File: src/rtl/intra_pkg.sv
// intra_pkg: shared types, widths and the 8-bit residue clamp for intra_residue_gen.
package intra_pkg;
    localparam int PIX_W = 8;
    localparam int RES_W = 9;
    localparam int SAD_W = 16;
    localparam logic signed [RES_W-1:0] SAT_HI = RES_W'(127);
    localparam logic signed [RES_W-1:0] SAT_LO = RES_W'(-128);
    typedef enum logic [2:0] {MODE_V = 3'd0, MODE_H = 3'd1, MODE_DC = 3'd2} mode_e;
    typedef enum logic [2:0] {IDLE, PREP, LOAD, DECIDE, EMIT} state_e;
    function automatic logic signed [RES_W-1:0] sat8(input logic signed [RES_W-1:0] v);
        return (v > SAT_HI) ? SAT_HI : (v < SAT_LO) ? SAT_LO : v;
    endfunction
endpackage

File: src/rtl/intra_sad_acc.sv
// intra_sad_acc: absolute-difference accumulator with synchronous clear and enable.
module intra_sad_acc #(
    parameter int PIX_W = 8,
    parameter int SAD_W = 16
) (
    input  logic             clk,
    input  logic             reset,
    input  logic             clear,
    input  logic             en,
    input  logic [PIX_W-1:0] a,
    input  logic [PIX_W-1:0] b,
    output logic [SAD_W-1:0] sad
);
    logic [PIX_W-1:0] d;
    assign d = (a > b) ? a - b : b - a;
    always_ff @(posedge clk or negedge reset)
        if (!reset)     sad <= '0;
        else if (clear) sad <= '0;
        else if (en)    sad <= sad + SAD_W'(d);
endmodule

File: src/rtl/intra_residue_gen.sv
// intra_residue_gen: buffers one MB, picks the lowest-SAD V/H/DC intra mode and streams orig - pred.
// Optional macro INTRA_RES_SAT8_EN clamps the emitted residue to [-128,+127].
module intra_residue_gen import intra_pkg::*; #(
    parameter int MB_SIZE = 16,
    parameter int PIX_W   = intra_pkg::PIX_W,
    parameter int RES_W   = intra_pkg::RES_W,
    parameter int SAD_W   = intra_pkg::SAD_W
) (
    input  logic                     clk,
    input  logic                     reset,
    input  logic                     start,
    input  logic [12:0]              mbnumber,
    input  logic [MB_SIZE*PIX_W-1:0] top_in,
    input  logic [MB_SIZE*PIX_W-1:0] left_in,
    input  logic                     top_avail,
    input  logic                     left_avail,
    input  logic                     pix_valid,
    output logic                     pix_ready,
    input  logic [PIX_W-1:0]         pix_data,
    output logic                     res_valid,
    input  logic                     res_ready,
    output logic signed [RES_W-1:0]  res_data,
    output logic                     res_last,
    output logic [2:0]               mode_out,
    output logic [SAD_W-1:0]         sad_out,
    output logic [12:0]              mb_out,
    output logic                     mode_valid,
    output logic                     busy,
    output logic                     done
);
    localparam int LOG = $clog2(MB_SIZE);
    localparam int IW  = 2 * LOG;
    localparam int N   = MB_SIZE * MB_SIZE;
    localparam int DW  = PIX_W + LOG + 1;
    localparam logic [IW-1:0]    LAST = IW'(N - 1);
    localparam logic [PIX_W-1:0] MID  = PIX_W'(128);

    state_e                  state;
    mode_e                   mode_r, best_mode;
    logic [IW-1:0]           idx;
    logic                    ta_r, la_r, pix_acc;
    logic [PIX_W-1:0]        top_r [MB_SIZE];
    logic [PIX_W-1:0]        left_r [MB_SIZE];
    logic [PIX_W-1:0]        mem [N];
    logic [PIX_W-1:0]        dc_r, pv, ph, pm, cur;
    logic [DW-1:0]           dc_sum;
    logic [SAD_W-1:0]        sad_v, sad_h, sad_d, best_vh, best_sad;
    logic signed [RES_W-1:0] diff, res;

    assign pix_ready = state == LOAD;
    assign res_valid = state == EMIT;
    assign busy      = state != IDLE;
    assign pix_acc   = pix_valid && pix_ready;
    assign mode_out  = mode_r;

    assign pv  = top_r[idx[LOG-1:0]];
    assign ph  = left_r[idx[IW-1:LOG]];
    assign cur = mem[idx];
    assign pm  = (mode_r == MODE_V) ? pv : (mode_r == MODE_H) ? ph : dc_r;

    // V, H, DC order with strict less-than so ties keep the lower mode code
    assign best_vh   = (sad_h < sad_v) ? sad_h : sad_v;
    assign best_sad  = (sad_d < best_vh) ? sad_d : best_vh;
    assign best_mode = (sad_d < best_vh) ? MODE_DC : (sad_h < sad_v) ? MODE_H : MODE_V;

    assign diff = RES_W'($signed({1'b0, cur}) - $signed({1'b0, pm}));
`ifdef INTRA_RES_SAT8_EN
    assign res = sat8(diff);
`else
    assign res = diff;
`endif
    assign res_data = res_valid ? res : '0;
    assign res_last = res_valid && idx == LAST;

    always_comb begin
        dc_sum = '0;
        for (int i = 0; i < MB_SIZE; i++)
            dc_sum = dc_sum + DW'(ta_r ? top_r[i] : MID) + DW'(la_r ? left_r[i] : MID);
    end

    intra_sad_acc #(.PIX_W(PIX_W), .SAD_W(SAD_W)) u_sad_v (
        .clk(clk), .reset(reset), .clear(state == PREP), .en(pix_acc),
        .a(pix_data), .b(pv), .sad(sad_v));
    intra_sad_acc #(.PIX_W(PIX_W), .SAD_W(SAD_W)) u_sad_h (
        .clk(clk), .reset(reset), .clear(state == PREP), .en(pix_acc),
        .a(pix_data), .b(ph), .sad(sad_h));
    intra_sad_acc #(.PIX_W(PIX_W), .SAD_W(SAD_W)) u_sad_dc (
        .clk(clk), .reset(reset), .clear(state == PREP), .en(pix_acc),
        .a(pix_data), .b(dc_r), .sad(sad_d));

    always_ff @(posedge clk)
        if (pix_acc) mem[idx] <= pix_data;

    always_ff @(posedge clk or negedge reset) begin
        if (!reset) begin
            state      <= IDLE;
            idx        <= '0;
            mode_r     <= MODE_V;
            sad_out    <= '0;
            mb_out     <= '0;
            mode_valid <= 1'b0;
            done       <= 1'b0;
            ta_r       <= 1'b0;
            la_r       <= 1'b0;
            dc_r       <= '0;
            for (int i = 0; i < MB_SIZE; i++) begin
                top_r[i]  <= '0;
                left_r[i] <= '0;
            end
        end else begin
            done <= 1'b0;
            case (state)
                IDLE: if (start) begin
                    state      <= PREP;
                    mb_out     <= mbnumber;
                    mode_valid <= 1'b0;
                    ta_r       <= top_avail;
                    la_r       <= left_avail;
                    for (int i = 0; i < MB_SIZE; i++) begin
                        top_r[i]  <= top_in[i*PIX_W +: PIX_W];
                        left_r[i] <= left_in[i*PIX_W +: PIX_W];
                    end
                end
                PREP: begin
                    state <= LOAD;
                    idx   <= '0;
                    dc_r  <= PIX_W'(dc_sum >> (LOG + 1));
                    for (int i = 0; i < MB_SIZE; i++) begin
                        top_r[i]  <= ta_r ? top_r[i] : MID;
                        left_r[i] <= la_r ? left_r[i] : MID;
                    end
                end
                LOAD: if (pix_valid) begin
                    idx <= idx + 1'b1;
                    if (idx == LAST) state <= DECIDE;
                end
                DECIDE: begin
                    state      <= EMIT;
                    mode_r     <= best_mode;
                    sad_out    <= best_sad;
                    mode_valid <= 1'b1;
                end
                EMIT: if (res_ready) begin
                    idx <= idx + 1'b1;
                    if (idx == LAST) begin
                        state <= IDLE;
                        done  <= 1'b1;
                    end
                end
                default: state <= IDLE;
            endcase
        end
    end
endmodule

File: config.mk
export PLATFORM = sky130hd
export DESIGN_NAME = intra_residue_gen
export DESIGN_NICKNAME = d
export VERILOG_FILES = /design/src/rtl/intra_pkg.sv /design/src/rtl/intra_sad_acc.sv /design/src/rtl/intra_residue_gen.sv
export SDC_FILE = /design/constraint.sdc
export NUM_CORES = 2
export LEC_CHECK = 0
export BUFFER_PORTS_ARGS = -buffer_cell sky130_fd_sc_hd__buf_4
export CORE_MARGIN = 4
export CORE_UTILIZATION = 41
export CTS_CLUSTER_DIAMETER = 40
export CTS_CLUSTER_SIZE = 30
export DETAILED_ROUTE_END_ITERATION = 10
export SLEW_MARGIN = 5
export SYNTH_ARGS = -nofsm -noshare
export SYNTH_HDL_FRONTEND = slang
export SYNTH_SLANG_ARGS = --single-unit
File: constraint.sdc
create_clock -name clk -period 7.5 [get_ports clk]
set_clock_uncertainty 0.05 [all_clocks]
set_input_delay 1.5 -clock clk [delete_from_list [all_inputs] [get_ports clk]]
set_output_delay 1.5 -clock clk [all_outputs]
set_load 0.1 [all_outputs]
==> reports/metrics.cfg <==
[status]
outcome=completed

[finish]
ff_latch_area_sq_mm=0.0705
fill_cells=20979
drive_above_1_share_pct=29.6
nets=7135
multi_input_area_sq_mm=0.0329
area_delta_synth_final_pct=19.5
post-route-cell-area_sq_mm=0.126

[place]
hpwl_um=198000
place.gp.congestion=0.908
io_buffers=329
place_ws_ps=82.6
place_area_sq_mm=0.113

[critical_path]
end_kind=primary output
path_max_fanout=7
arrival_ps=5900
reg2reg_depth=23
required_ps=5950
criticalPathCategory=reg2out
startpoint_type=flip-flop

[synth]
yosys-mux-area-fraction_pct=15.7
synthTopCellsByCount=edfxtp_1, mux4_2, dfrtp_1, inv_1, nor2_1
synth_warnings=0
synth_top_family_by_area=multiplexers
synth_top_area_share_pct=58.1
syn_avg_cell_area_sq_um=18.1
synth_ff_type=edfxtp_1
synth.most_common_cell=edfxtp_1
syn_area_sq_mm=0.106
async_flop_share_pct=14.9
synth_fa_ha_area_share_pct=6.31
synth_compound_area_share_pct=4.02
synth_xor_xnor_area_share_pct=0.563
ys_types=63
syn_nets=6527
synthCells=5855
ys_seq_elements=2406
yosysTopAreaCell=edfxtp_1
synth.area.top_cells=edfxtp_1, mux4_2, dfrtp_1, fa_1, a22o_1
synth_edf_count=2048
ys_seq_area_share_pct=66.6
synth_simple_gate_area_share_pct=4.11

[floorplan]
io_pins=331
die_y_um=516
rows=186
dieArea_sq_mm=0.266
initial_core_util_pct=41.2
die_x_um=516
core_area_sq_mm=0.257

[sta]
post-route-min-period_ps=7450
slew_violations=0
fin_crit_sh_pct=99.3
setup_violations=0
fmax_ghz=0.134
slew_headroom_pct=21.7
hold_viol=0
layout_setup_ws_ps=49.2
worst_slew_pin_slew_ps=1170

[min_path]
hold-path-cell-count=2
min_path_type=reg2reg

[clocking]
cts_tree=yes
root_buffer=clkbuf_16
cts_sinks=2406
cts_buffer_depth=4
cts_made_buffers=340
clock_latency_ps=860
htree_levels=5
clk_pin_slew_ps=60

[detailed_routing]
wirelength_um=299000
dr_total_vias=58607
avgRoutedWirePerCell_um=29.5
ant_nets=0
via_per_inst=5.79
drc=0
drt_iter0_markers=6804
dr.pass1.iters=8

[grt]
grt_max_degree=202
track_usage_pct=22.4
grt_pass1_vias=60062
overflow=0
antenna_found_initial=9
grt_pass1_wl_um=435000

[job]
timing.max_cap.violations=0

[logic make-up after synthesis]
kind of cell,Yosys count
multiplexers,768
adder cells (fa/ha/maj),388
AND/OR/NAND/NOR,958
XOR/XNOR,68
buffers and inverters,700
flip-flops,2406
AO/OA/AOI/OAI,566
other,1
[critical path, cell delays in order (launching register included)]
cell and delay, ps:
dfrtp_4 500, buf_12 160, buf_16 160, buf_16 170, buf_4 170, buf_16 150
buf_4 140, mux4_2 450, mux4_2 540, a22oi_1 350, nand3_1 120, o21ai_1 240
a21oi_1 330, ha_1 440, o21ai_2 110, a21boi_2 90, nor3_1 490, buf_4 400
[through the flow]
stage	cells	hold slack, ps	setup TNS [ps]	util [%]
floorplan	5855	418	0	-
global placement	9433	408	0	44.1
detailed placement	9433	414	0	44.1
CTS	10095	428	-4.60	49.1
global route	10126	451	-50.4	49.3
finish	10128	423	0	49.3
[registers in the layout (all words and copies together) (netlist names)]
register      cells
u_sad_dc.sad     16
la_r              1
u_sad_v.sad      16
u_sad_h.sad      16
mode_out          2
sad_out          16
left_r          128
dc_r              8
idx               8
mb_out           13
mem            2048
done              1
state             3
mode_valid        1
top_r           128
ta_r              1
[repair_timing]
item,in CTS,in global routing
resized for setup,88,49
endpoints found under the setup margin,8,6
hold buffers,0,0
pin swaps,16,24
buffers inserted,36,31
gates cloned,8,1
[path summary, 6_finish.rpt]
check / slack (ps) / from / end
max reg2reg: 300 / la_r$_DFFE_PN0P_ / dc_r[5]$_DFFE_PN0P_
max: 50 / idx[0]$_DFFE_PN0P_ / res_data[5]
min: 420 / mb_out[10]$_DFFE_PN0P_ / mb_out[10]$_DFFE_PN0P_
min reg2reg: 420 / mb_out[10]$_DFFE_PN0P_ / mb_out[10]$_DFFE_PN0P_
max in group asynchronous: 5140 / reset / mb_out[4]$_DFFE_PN0P_
min in group asynchronous: 700 / reset / left_r[80]$_DFFE_PN0P_
[cell usage in the layout (no fill, tap or decap), types with 22 or more instances in the layout]
| cell | netlist | routed |
|---|---|---|
| edfxtp_1 | 2048 | 2048 |
| mux4_2 | 715 | 715 |
| buf_4 | 7 | 521 |
| inv_1 | 352 | 350 |
| dfrtp_1 | 358 | 348 |
| clkbuf_16 | 0 | 347 |
| nor2_1 | 339 | 336 |
| nand2_1 | 279 | 275 |
| fa_1 | 243 | 242 |
| a22o_1 | 226 | 226 |
| ha_1 | 145 | 143 |
| and2_1 | 111 | 109 |
| a21oi_1 | 77 | 66 |
| nor2b_1 | 68 | 61 |
| o21ai_0 | 62 | 57 |
| nand3_1 | 66 | 53 |
| xnor2_1 | 50 | 50 |
| buf_12 | 0 | 46 |
| inv_6 | 0 | 42 |
| mux2i_1 | 44 | 41 |
| bufinv_16 | 0 | 36 |
| clkinv_2 | 0 | 36 |
| o22a_1 | 34 | 34 |
| clkinvlp_4 | 0 | 34 |
| clkinv_4 | 0 | 32 |
| clkbuf_1 | 233 | 28 |
| nand4_1 | 24 | 24 |
| nor3_1 | 25 | 22 |
[area by class of cell]
class	instances	area share, %
timing repair buffer	613	4.54
inverter	353	1.05
sequential	2406	55.7
multi-input combinational	2749	26.0
clock inverter	240	2.27
tap	3384	3.35
clock buffer	380	7.00
antenna	3	0.00594
[per-layer routing]
layer	vias up	part of all wire (%)	global-route usage (%)
met5	-	0.098	0
met1	31131	42	32.6
li1	24125	-	-
met4	6	3.3	7.17
met2	2873	46	33.9
met3	472	9.6	4.82
Power is not shown: default switching activity piles up to over one toggle a cycle in this logic, so the estimate is an artifact.
